**config.mk**
```make
export PLATFORM = sky130hd
export DESIGN_NAME = mc_controller_flat
export DESIGN_NICKNAME = d
export VERILOG_FILES = /design/src/rtl/mips_pkg.sv /design/src/rtl/mc_controller_if.sv /design/src/rtl/mc_decode.sv /design/src/rtl/mc_controller.sv /design/src/flat_wrapper.sv
export SDC_FILE = /design/constraint.sdc
export NUM_CORES = 1
export LEC_CHECK = 0
export ABC_AREA = 1
export BUFFER_PORTS_ARGS = -buffer_cell sky130_fd_sc_hd__buf_2
export CAP_MARGIN = 5
export CORE_MARGIN = 5
export CORE_UTILIZATION = 35
export CTS_CLUSTER_DIAMETER = 40
export CTS_CLUSTER_SIZE = 30
export DETAILED_ROUTE_END_ITERATION = 8
export SYNTH_ARGS = -nofsm -noshare
export SYNTH_HDL_FRONTEND = slang
export SYNTH_SLANG_ARGS = --single-unit
```
**constraint.sdc**
```tcl
create_clock -name clk -period 1.7 [get_ports clk]
set_input_delay 0.34 -clock clk [delete_from_list [all_inputs] [get_ports clk]]
set_output_delay 0.34 -clock clk [all_outputs]
set_load 0.03 [all_outputs]
```
**src/rtl/mips_pkg.sv**
```systemverilog
// Shared MIPS-lite encodings: opcodes, functs, control-field codes and controller state.
package mips_pkg;

  localparam logic [5:0] OpRtype = 6'b000000;
  localparam logic [5:0] OpOri   = 6'b001101;
  localparam logic [5:0] OpLw    = 6'b100011;
  localparam logic [5:0] OpSw    = 6'b101011;
  localparam logic [5:0] OpBeq   = 6'b000100;
  localparam logic [5:0] OpLui   = 6'b001111;
  localparam logic [5:0] OpJ     = 6'b000010;
  localparam logic [5:0] OpJal   = 6'b000011;

  localparam logic [5:0] FnAddu = 6'b100001;
  localparam logic [5:0] FnSubu = 6'b100011;
  localparam logic [5:0] FnJr   = 6'b001000;

  localparam logic [3:0] AluAdd = 4'd0;
  localparam logic [3:0] AluSub = 4'd1;
  localparam logic [3:0] AluOr  = 4'd3;
  localparam logic [3:0] AluLui = 4'd4;

  localparam logic [1:0] NpcPc4    = 2'd0;
  localparam logic [1:0] NpcBranch = 2'd1;
  localparam logic [1:0] NpcJump   = 2'd2;
  localparam logic [1:0] NpcReg    = 2'd3;

  localparam logic [1:0] DstRd = 2'd0;
  localparam logic [1:0] DstRt = 2'd1;
  localparam logic [1:0] DstRa = 2'd2;

  localparam logic [1:0] WtrAlu = 2'd0;
  localparam logic [1:0] WtrMdr = 2'd1;
  localparam logic [1:0] WtrPc  = 2'd2;

  typedef enum logic [2:0] {
    StFetch  = 3'd0,
    StDecode = 3'd1,
    StExec   = 3'd2,
    StMem    = 3'd3,
    StWb     = 3'd4,
    StHalt   = 3'd5
  } state_e;

  typedef enum logic [3:0] {
    IcNop, IcAddu, IcSubu, IcOri, IcLui, IcLw, IcSw, IcBeq, IcJ, IcJal, IcJr
  } iclass_e;

endpackage

```
**src/rtl/mc_controller_if.sv**
```systemverilog
// Controller <-> datapath/memory signal bundle; master is the controller side.
interface mc_controller_if;

  logic [31:0] instr;
  logic        is_eq;
  logic        im_ready;
  logic        dm_ready;
  logic        im_req;
  logic        dm_req;
  logic        dm_we;
  logic        pc_we;
  logic [1:0]  npc_sel;
  logic        ir_we;
  logic        mdr_we;
  logic        grf_we;
  logic [3:0]  alu_op;
  logic        alu_src;
  logic        is_sign_ext;
  logic [1:0]  reg_dst;
  logic [1:0]  which_to_reg;
  logic        retire;
  logic        fault;

  modport master (
    input  instr, is_eq, im_ready, dm_ready,
    output im_req, dm_req, dm_we, pc_we, npc_sel, ir_we, mdr_we, grf_we,
           alu_op, alu_src, is_sign_ext, reg_dst, which_to_reg, retire, fault
  );

  modport slave (
    output instr, is_eq, im_ready, dm_ready,
    input  im_req, dm_req, dm_we, pc_we, npc_sel, ir_we, mdr_we, grf_we,
           alu_op, alu_src, is_sign_ext, reg_dst, which_to_reg, retire, fault
  );

endinterface

```
**src/rtl/mc_decode.sv**
```systemverilog
// Combinational instruction classifier and datapath field decoder.
module mc_decode
  import mips_pkg::*;
(
  input  logic [31:0] instr,
  output iclass_e     iclass,
  output logic [3:0]  alu_op,
  output logic        alu_src,
  output logic        is_sign_ext,
  output logic [1:0]  reg_dst,
  output logic [1:0]  which_to_reg
);

  logic [5:0] opcode;
  logic [5:0] funct;

  assign opcode = instr[31:26];
  assign funct  = instr[5:0];

  always_comb begin
    iclass = IcNop;
    case (opcode)
      OpRtype: begin
        case (funct)
          FnAddu:  iclass = IcAddu;
          FnSubu:  iclass = IcSubu;
          FnJr:    iclass = IcJr;
          default: iclass = IcNop;
        endcase
      end
      OpOri:   iclass = IcOri;
      OpLui:   iclass = IcLui;
      OpLw:    iclass = IcLw;
      OpSw:    iclass = IcSw;
      OpBeq:   iclass = IcBeq;
      OpJ:     iclass = IcJ;
      OpJal:   iclass = IcJal;
      default: iclass = IcNop;
    endcase
  end

  always_comb begin
    alu_op       = AluAdd;
    alu_src      = 1'b0;
    is_sign_ext  = 1'b0;
    reg_dst      = DstRd;
    which_to_reg = WtrAlu;
    case (iclass)
      IcSubu: alu_op = AluSub;
      IcOri: begin
        alu_op  = AluOr;
        alu_src = 1'b1;
        reg_dst = DstRt;
      end
      IcLui: begin
        alu_op  = AluLui;
        alu_src = 1'b1;
        reg_dst = DstRt;
      end
      IcLw: begin
        alu_src      = 1'b1;
        is_sign_ext  = 1'b1;
        reg_dst      = DstRt;
        which_to_reg = WtrMdr;
      end
      IcSw: begin
        alu_src     = 1'b1;
        is_sign_ext = 1'b1;
      end
      IcBeq: is_sign_ext = 1'b1;
      IcJal: begin
        reg_dst      = DstRa;
        which_to_reg = WtrPc;
      end
      default: ;
    endcase
  end

endmodule

```
**src/rtl/mc_controller.sv**
```systemverilog
// Multi-cycle FETCH/DECODE/EXEC/MEM/WB control FSM with a memory-wait watchdog.
module mc_controller
  import mips_pkg::*;
#(
  parameter int unsigned WAIT_LIMIT = 255
) (
  input logic             clk,
  input logic             reset,
  mc_controller_if.master bus
);

  localparam logic [7:0] LastWait = 8'(WAIT_LIMIT - 1);

  state_e     state_q, state_d;
  logic [7:0] cnt_q, cnt_d;
  logic       fault_q, fault_d;

  iclass_e    iclass;
  logic [3:0] dec_alu_op;
  logic       dec_alu_src, dec_is_sign_ext;
  logic [1:0] dec_reg_dst, dec_which_to_reg;

  logic       im_req, dm_req, dm_we, pc_we, ir_we, mdr_we, grf_we, retire;
  logic [1:0] npc_sel;
  logic       waiting, timeout, field_en;

  mc_decode u_decode (
    .instr        (bus.instr),
    .iclass       (iclass),
    .alu_op       (dec_alu_op),
    .alu_src      (dec_alu_src),
    .is_sign_ext  (dec_is_sign_ext),
    .reg_dst      (dec_reg_dst),
    .which_to_reg (dec_which_to_reg)
  );

  assign waiting = (state_q == StFetch && !bus.im_ready) || (state_q == StMem && !bus.dm_ready);
  // The WAIT_LIMIT-th consecutive waiting cycle is the last one tolerated.
  assign timeout = waiting && (cnt_q == LastWait);

  always_comb begin
    state_d = state_q;
    fault_d = fault_q;
    im_req  = 1'b0;
    dm_req  = 1'b0;
    dm_we   = 1'b0;
    pc_we   = 1'b0;
    ir_we   = 1'b0;
    mdr_we  = 1'b0;
    grf_we  = 1'b0;
    retire  = 1'b0;
    npc_sel = NpcPc4;
    case (state_q)
      StFetch: begin
        im_req = 1'b1;
        if (bus.im_ready) begin
          ir_we   = 1'b1;
          pc_we   = 1'b1;
          state_d = StDecode;
        end else if (timeout) begin
          fault_d = 1'b1;
          state_d = StHalt;
        end
      end
      StDecode: begin
        case (iclass)
          IcJ, IcJal: begin
            grf_we  = (iclass == IcJal);
            pc_we   = 1'b1;
            npc_sel = NpcJump;
            retire  = 1'b1;
            state_d = StFetch;
          end
          IcJr: begin
            pc_we   = 1'b1;
            npc_sel = NpcReg;
            retire  = 1'b1;
            state_d = StFetch;
          end
          IcNop: begin
            retire  = 1'b1;
            state_d = StFetch;
          end
          default: state_d = StExec;
        endcase
      end
      StExec: begin
        case (iclass)
          IcBeq: begin
            pc_we   = bus.is_eq;
            npc_sel = NpcBranch;
            retire  = 1'b1;
            state_d = StFetch;
          end
          IcLw, IcSw: state_d = StMem;
          default:    state_d = StWb;
        endcase
      end
      StMem: begin
        dm_req = 1'b1;
        dm_we  = (iclass == IcSw);
        if (bus.dm_ready) begin
          if (iclass == IcSw) begin
            retire  = 1'b1;
            state_d = StFetch;
          end else begin
            mdr_we  = 1'b1;
            state_d = StWb;
          end
        end else if (timeout) begin
          fault_d = 1'b1;
          state_d = StHalt;
        end
      end
      StWb: begin
        grf_we  = 1'b1;
        retire  = 1'b1;
        state_d = StFetch;
      end
      StHalt:  ;
      default: state_d = StFetch;
    endcase
    if (reset) begin
      im_req = 1'b0;
      dm_req = 1'b0;
      dm_we  = 1'b0;
      pc_we  = 1'b0;
      ir_we  = 1'b0;
      mdr_we = 1'b0;
      grf_we = 1'b0;
      retire = 1'b0;
    end
  end

  assign cnt_d = (state_d != state_q) ? 8'd0 : (waiting ? cnt_q + 8'd1 : cnt_q);

  always_ff @(posedge clk) begin
    if (reset) begin
      state_q <= StFetch;
      cnt_q   <= 8'd0;
      fault_q <= 1'b0;
    end else begin
      state_q <= state_d;
      cnt_q   <= cnt_d;
      fault_q <= fault_d;
    end
  end

  assign field_en = !(state_q == StFetch || state_q == StHalt);

  assign bus.im_req       = im_req;
  assign bus.dm_req       = dm_req;
  assign bus.dm_we        = dm_we;
  assign bus.pc_we        = pc_we;
  assign bus.npc_sel      = npc_sel;
  assign bus.ir_we        = ir_we;
  assign bus.mdr_we       = mdr_we;
  assign bus.grf_we       = grf_we;
  assign bus.retire       = retire;
  assign bus.fault        = fault_q;
  assign bus.alu_op       = field_en ? dec_alu_op : 4'd0;
  assign bus.alu_src      = field_en & dec_alu_src;
  assign bus.is_sign_ext  = field_en & dec_is_sign_ext;
  assign bus.reg_dst      = field_en ? dec_reg_dst : 2'd0;
  assign bus.which_to_reg = field_en ? dec_which_to_reg : 2'd0;

endmodule

```
**src/flat_wrapper.sv**
```systemverilog
// flat-port wrapper written by rule: the top's interface ports become plain ports
module mc_controller_flat import mips_pkg::*;
#(
  parameter int unsigned WAIT_LIMIT = 255
)
  (clk, reset, bus_instr, bus_is_eq, bus_im_ready, bus_dm_ready, bus_im_req, bus_dm_req, bus_dm_we, bus_pc_we, bus_npc_sel, bus_ir_we, bus_mdr_we, bus_grf_we, bus_alu_op, bus_alu_src, bus_is_sign_ext, bus_reg_dst, bus_which_to_reg, bus_retire, bus_fault);
  mc_controller_if bus_i ();
  input logic clk;
  input logic reset;
  input wire logic [$bits(bus_i.instr)-1:0] bus_instr;
  input wire logic [$bits(bus_i.is_eq)-1:0] bus_is_eq;
  input wire logic [$bits(bus_i.im_ready)-1:0] bus_im_ready;
  input wire logic [$bits(bus_i.dm_ready)-1:0] bus_dm_ready;
  output wire logic [$bits(bus_i.im_req)-1:0] bus_im_req;
  output wire logic [$bits(bus_i.dm_req)-1:0] bus_dm_req;
  output wire logic [$bits(bus_i.dm_we)-1:0] bus_dm_we;
  output wire logic [$bits(bus_i.pc_we)-1:0] bus_pc_we;
  output wire logic [$bits(bus_i.npc_sel)-1:0] bus_npc_sel;
  output wire logic [$bits(bus_i.ir_we)-1:0] bus_ir_we;
  output wire logic [$bits(bus_i.mdr_we)-1:0] bus_mdr_we;
  output wire logic [$bits(bus_i.grf_we)-1:0] bus_grf_we;
  output wire logic [$bits(bus_i.alu_op)-1:0] bus_alu_op;
  output wire logic [$bits(bus_i.alu_src)-1:0] bus_alu_src;
  output wire logic [$bits(bus_i.is_sign_ext)-1:0] bus_is_sign_ext;
  output wire logic [$bits(bus_i.reg_dst)-1:0] bus_reg_dst;
  output wire logic [$bits(bus_i.which_to_reg)-1:0] bus_which_to_reg;
  output wire logic [$bits(bus_i.retire)-1:0] bus_retire;
  output wire logic [$bits(bus_i.fault)-1:0] bus_fault;
  assign bus_i.instr = bus_instr;
  assign bus_i.is_eq = bus_is_eq;
  assign bus_i.im_ready = bus_im_ready;
  assign bus_i.dm_ready = bus_dm_ready;
  assign bus_im_req = bus_i.im_req;
  assign bus_dm_req = bus_i.dm_req;
  assign bus_dm_we = bus_i.dm_we;
  assign bus_pc_we = bus_i.pc_we;
  assign bus_npc_sel = bus_i.npc_sel;
  assign bus_ir_we = bus_i.ir_we;
  assign bus_mdr_we = bus_i.mdr_we;
  assign bus_grf_we = bus_i.grf_we;
  assign bus_alu_op = bus_i.alu_op;
  assign bus_alu_src = bus_i.alu_src;
  assign bus_is_sign_ext = bus_i.is_sign_ext;
  assign bus_reg_dst = bus_i.reg_dst;
  assign bus_which_to_reg = bus_i.which_to_reg;
  assign bus_retire = bus_i.retire;
  assign bus_fault = bus_i.fault;
  mc_controller #(.WAIT_LIMIT(WAIT_LIMIT)) u_core (.clk(clk), .reset(reset), .bus(bus_i));
endmodule
```
* Yosys cells after proc, flatten, opt, wreduce, memory -nomap -nowiden
Cells that the tools add are included.
Storage, ports and cells: flip-flop bits (word level) 12, input bits 37, output and inout port bits 21, logic and storage cells 105
Cells by class: add/sub/neg operators 1, equality and inequality tests 28, muxes and demuxes 50, bitwise gates (word level) 2, reduce and logical (&&, ||, !) cells 21
Operator list (number):
- case mux 4 bit (8 select lines) | 1
- 2-to-1 mux 1 bit | 29
- == test 6 bit (second input constant) | 4
- == test 6 x 4 -> 1 bit (second input constant) | 3
- == test 4 x 3 -> 1 bit (second input constant) | 4
- case mux 2 bit (2 select lines) | 4
- 2-to-1 mux 3 bit | 5
- case mux 3 bit (5 select lines) | 1
- == test 4 bit (second input constant) | 3
- == test 6 x 2 -> 1 bit (second input constant) | 2
- case mux 4 bit (3 select lines) | 1
- case mux 3 bit (3 select lines) | 1
- OR reduction 3 bit | 3
- adder 8 x 1 -> 8 bit (second input constant) | 1
- == test 4 x 2 -> 1 bit (second input constant) | 2
- == test 8 bit (second input constant) | 1
- OR reduction 4 bit | 2
- == test 3 x 2 -> 1 bit (second input constant) | 2
- == test 3 bit (second input constant) | 2
- == test 6 x 3 -> 1 bit (second input constant) | 1
- zero test 6 bit | 1
- 2-to-1 mux 2 bit | 3
- case mux 3 bit (2 select lines) | 1
- OR reduction 2 bit | 3
- 14 further kinds | 22

* Depth between registers and ports, before layout
word-level depth 9, depth in mapped cells 13, depth with buffers taken out 13

* By module
A second synthesis with hierarchy kept.
Second synthesis, totals: cell total of the unflattened synthesis 233, area total of the unflattened synthesis 1326.3 µm²
Modules (own cells, without submodules):
- mc_controller | times used 1, cells each 167, area each 1002.2 µm², sequential area each 240.2 µm²
- mc_decode | times used 1, cells each 66, area each 324.1 µm², sequential area each 0.0 µm²

* Worst setup path after synthesis
Ideal clock, no wire load.
kind in2out, from input bus_instr[31], to output bus_retire, data arrival time 1.589 ns, data required time 1.360 ns, path slack -0.229 ns, stages on the path 8, buffers on the path 0, cells stage by stage nor2_4 nand3_1 or2_1 nand2_2 inv_1 nand2_1 nand2_1 a31oi_1
Between the ends: longest elaborated chain between the ends 7, elaborated cells on any way between the ends 22, classes of those cells eq/ne (12); mux (7); reduce/logical (3)
RTL lines:
- from (decl) | RTL line flat_wrapper.sv:10 | input wire logic [$bits(bus_i.instr)-1:0] bus_instr;
- == test 6 x 2 -> 1 bit, or another cell as far along | RTL line mc_decode.sv:22 | case (opcode)
- case mux 4 bit (8 select lines) * | RTL line mc_decode.sv:22
- == test 4 bit, or another cell as far along | RTL line mc_controller.sv:66 | case (iclass)
- OR reduction 4 bit (no source line) / 2-to-1 mux 1 bit (equally long branches)
- 2-to-1 mux 1 bit, on equally long branches | RTL line mc_controller.sv:66, mc_controller.sv:102
- case mux 1 bit (4 select lines) * | RTL line mc_controller.sv:53 | case (state_q)
- 2-to-1 mux 1 bit * | RTL line mc_controller.sv:123 | if (reset) begin
- to (decl) | RTL line flat_wrapper.sv:27 | output wire logic [$bits(bus_i.retire)-1:0] bus_retire;
Mark *: on every way between the ends. The rest lies on a longest branch, timed or not.

* Worst setup path after layout
Ends and elaborated chain as after synthesis.

==> results.py <==
metrics = {
    "floorplanning": {
        "die_w_um": 67.38,
        "ios": 58,
        "fp.dieH_um": 67.38,
        "start_util_pct": 37.14,
        "core_area_sq_um": 3103,
        "die_area_sq_um": 4540,
        "std_cell_rows": 20,
    },
    "timing": {
        "slew_violations": 0,
        "setup_ws_ns": -0.2051,
        "max_clock_freq_mhz": 524.9,
        "fin_crit_sh_pct": 112.1,
        "min_period_ns": 1.905,
        "setup_viol": 15,
        "rsz0062_at_grt": "true",
        "clock-skew-final_ns": 0.004755,
        "final_hold_viol_count": 0,
    },
    "placed_design": {
        "dpl.hpwl_um": 2513,
        "io_buffer_count": 36,
        "gp_congestion": 0.9093,
        "dp_cells": 307,
        "placed_area_sq_um": 1633,
    },
    "run_status": {
        "violations": "negative setup slack",
        "status": "complete, but fails checks",
    },
    "global_routing": {
        "grt_pass1_vias": 1599,
        "grt.total_usage_pct": 18.45,
        "grt_max_degree": 13,
        "grt_first_pass_wirelength_um": 6555,
        "grt_remaining_overflow": 0,
        "antenna_found_initial": 0,
    },
    "logic_synthesis": {
        "ys_ff_latch": 12,
        "synth-edff-count": 0,
        "synthAdderAreaFrac_pct": 2.172,
        "synthXorXnorAreaFrac_pct": 5.320,
        "synthTopCellsByCount": "nand2_1 (38), nor2_1 (37), inv_1 (33)",
        "synth_top_family_by_area": "simple AND/OR/NAND/NOR gates",
        "ys.flop_type": "dfxtp_1",
        "seq_area_frac_synth_pct": 20.85,
        "syn_area_sq_um": 1152,
        "synth_fp_nets": 235,
        "avgSynthCellArea_sq_um": 5.879,
        "yosys_warnings": 0,
        "yosysMostFrequentCell": "nand2_1",
        "synth-simple-area-share_pct": 50.81,
        "ys_async_sr_fraction_pct": 0,
        "synth_compound_area_share_pct": 6.840,
        "synth_top_area_cell": "dfxtp_1",
        "synthMuxAreaShare_pct": 0,
        "synthTopCellsByArea": "dfxtp_1 (21%), nand2_1 (12%), nor2_1 (12%), inv_1 (11%), nand3_1 (6.1%)",
        "ys_types": 30,
        "synth.top_cell.area_share_pct": 20.85,
        "syn_inst": 196,
    },
    "setup_path": {
        "rrSetupSlack_ns": -0.01,
        "cp.required_ns": 1.36,
        "cp-startpoint": "bus_instr[31]",
        "timing.rr.start": "u_core.cnt_q[0]$_SDFFE_PP0P_",
        "path_class": "in2out",
        "critPathMaxStageDelay_ns": 0.25,
        "reg2reg_depth": 11,
        "end_kind": "output port",
        "path_cells": "buf_8 -> nor2_4 -> nand3_2 -> or2_1 -> nand2_2 -> nor2_2 -> nand2_2 -> nand2_2 -> nand2_2 -> a31oi_4 -> buf_6",
        "slowest_stage": "or2_1",
        "path_max_fanout": 5,
        "path_common_cell": "nand2_2",
        "worstSetupStartpointType": "primary input",
        "reg2reg_to": "u_core.cnt_q[0]$_SDFFE_PP0P_",
        "critPathArrivalTime_ns": 1.57,
    },
    "clock_tree": {
        "ctsHtreeMaxLevel": 1,
        "cts_tree": "done",
        "insertion_delay_ns": 0.28,
        "clockBufferDepth": 2,
        "cts_made_buffers": 3,
        "clock_sinks": 12,
        "cts_root_buf": "clkbuf_4",
        "clkTransAtPathRegs_ns": 0.08,
    },
    "final_layout": {
        "fin_area_sq_um": 2267,
        "stdcell_count": 334,
        "drive_above_1_share_pct": 63.45,
        "syn2layout_area_growth_pct": 96.74,
        "n_antenna_cell": 0,
        "fin_nets": 330,
        "nFillCells": 232,
    },
    "routing": {
        "vias": 1594,
        "vias_per_cell": 4.772,
        "dr.pass1.iters": 4,
        "drt_iter0_markers": 106,
        "detail_route.wl_per_cell_um": 12.94,
        "drc": 0,
        "ant_nets": 0,
        "drt_wl_total_um": 4322,
    },
    "min_path": {
        "whs_path_depth": 2,
        "min_from": "reset",
        "min_to": "u_core.state_q[1]$_SDFF_PP0_",
        "hp-class": "in2reg",
    },
    "power": {
        "powerDensity_nw_per_um2": 420.5,
        "peakVddDrop_mv": 0.2076,
        "p_leak_nw": 1.032,
    },
    "run": {
        "max_cap_viol_count": 0,
    },
}
## cells in the final DEF (no fill, tap or decap), types with 2 or more instances in the layout
master / instances
buf_2: 12
a21oi_2: 3
nor2_1: 18
nand2_4: 4
nor2_4: 9
inv_2: 10
buf_6: 21
clkbuf_4: 3
buf_4: 59
xnor2_1: 2
dfxtp_2: 3
nor3_1: 2
xor2_1: 5
dfxtp_4: 2
inv_4: 5
nand3_2: 11
nor2_2: 17
a21oi_1: 5
inv_1: 21
nand2_2: 14
nor3_2: 2
nand2_1: 26
nand3_1: 8
dfxtp_1: 7
nand4_1: 3
## flip-flops by register name, summed over array words and instances, names as in the netlist
signal / cells
u_core.cnt_q: 8
u_core.state_q: 3
u_core.bus.fault: 1
## report_power, final
part / internal, mW / total (mW) / switching (mW)
Combinational: 0.192 / 0.418 / 0.226
Sequential: 0.289 / 0.302 / 0.0133
Clock: 0.130 / 0.232 / 0.102
## per-layer routing
metal	vias up	global-route usage, %	wire length, um
li1	802	-	-
met1	732	19.94	1647
met2	46	35.09	2323
met3	14	3.661	199
met4	0	6.582	151
met5	-	0	0
## critical path: cells and delay by family
| kind | cells | cell delay, ns |
|---|---|---|
| buf+inv | 2 | 0.25 |
| simple gates | 8 | 0.88 |
| compound gates | 1 | 0.08 |
## stage by stage
step | setup WS [ns] | util [%] | power, mW | TNS [ns] | hold slack (ns)
3_5_place_dp | -0.2866 | 52.62 | 0.5541 | -2.671 | 0.4581
3_3_place_gp | -0.2770 | 52.62 | 0.5531 | -2.522 | 0.4386
6_report | -0.2051 | 73.06 | 0.9533 | -1.386 | 0.4470
2_1_floorplan | -0.06594 | - | 0.4565 | -0.09088 | 0.4950
5_1_grt | -0.2688 | 73.06 | 1.007 | -3.169 | 0.4500
4_1_cts | -0.2052 | 66.09 | 0.8867 | -0.8385 | 0.3966
## area by class of cell
class,instances,area [sq um],area share (%)
clock buffer,4,36.28,1.600
inverter,36,147.6,6.512
multi-input combinational,145,1022,45.09
sequential,12,251.5,11.09
tap,44,55.05,2.428
timing repair buffer,93,754.5,33.28
## worst max path at each step
stage	end	slack (ns)	depth (start not counted)
2_1_floorplan	bus_retire	-0.07	8
3_3_place_gp	bus_retire	-0.28	10
3_5_place_dp	bus_pc_we	-0.29	10
4_1_cts	bus_retire	-0.21	10
5_1_grt	bus_retire	-0.27	11
6_report	bus_retire	-0.21	11
## kinds of logic after synthesis
logic type,count (synthesis)
buffers and inverters,39
AOI/OAI and AO/OA,14
other,1
xor gates and xnor gates,7
DFF,12
adders and majority gates,2
and+or+nand+nor,121
## what timing repair did
action / in CTS / in global routing
setup endpoints to repair: 26 / 27
hold buffers: 0 / 0
pin swaps: 25 / 27
gates resized for setup: 79 / 54
buffers inserted: 19 / 6
Power figures use the tool's default switching activity.
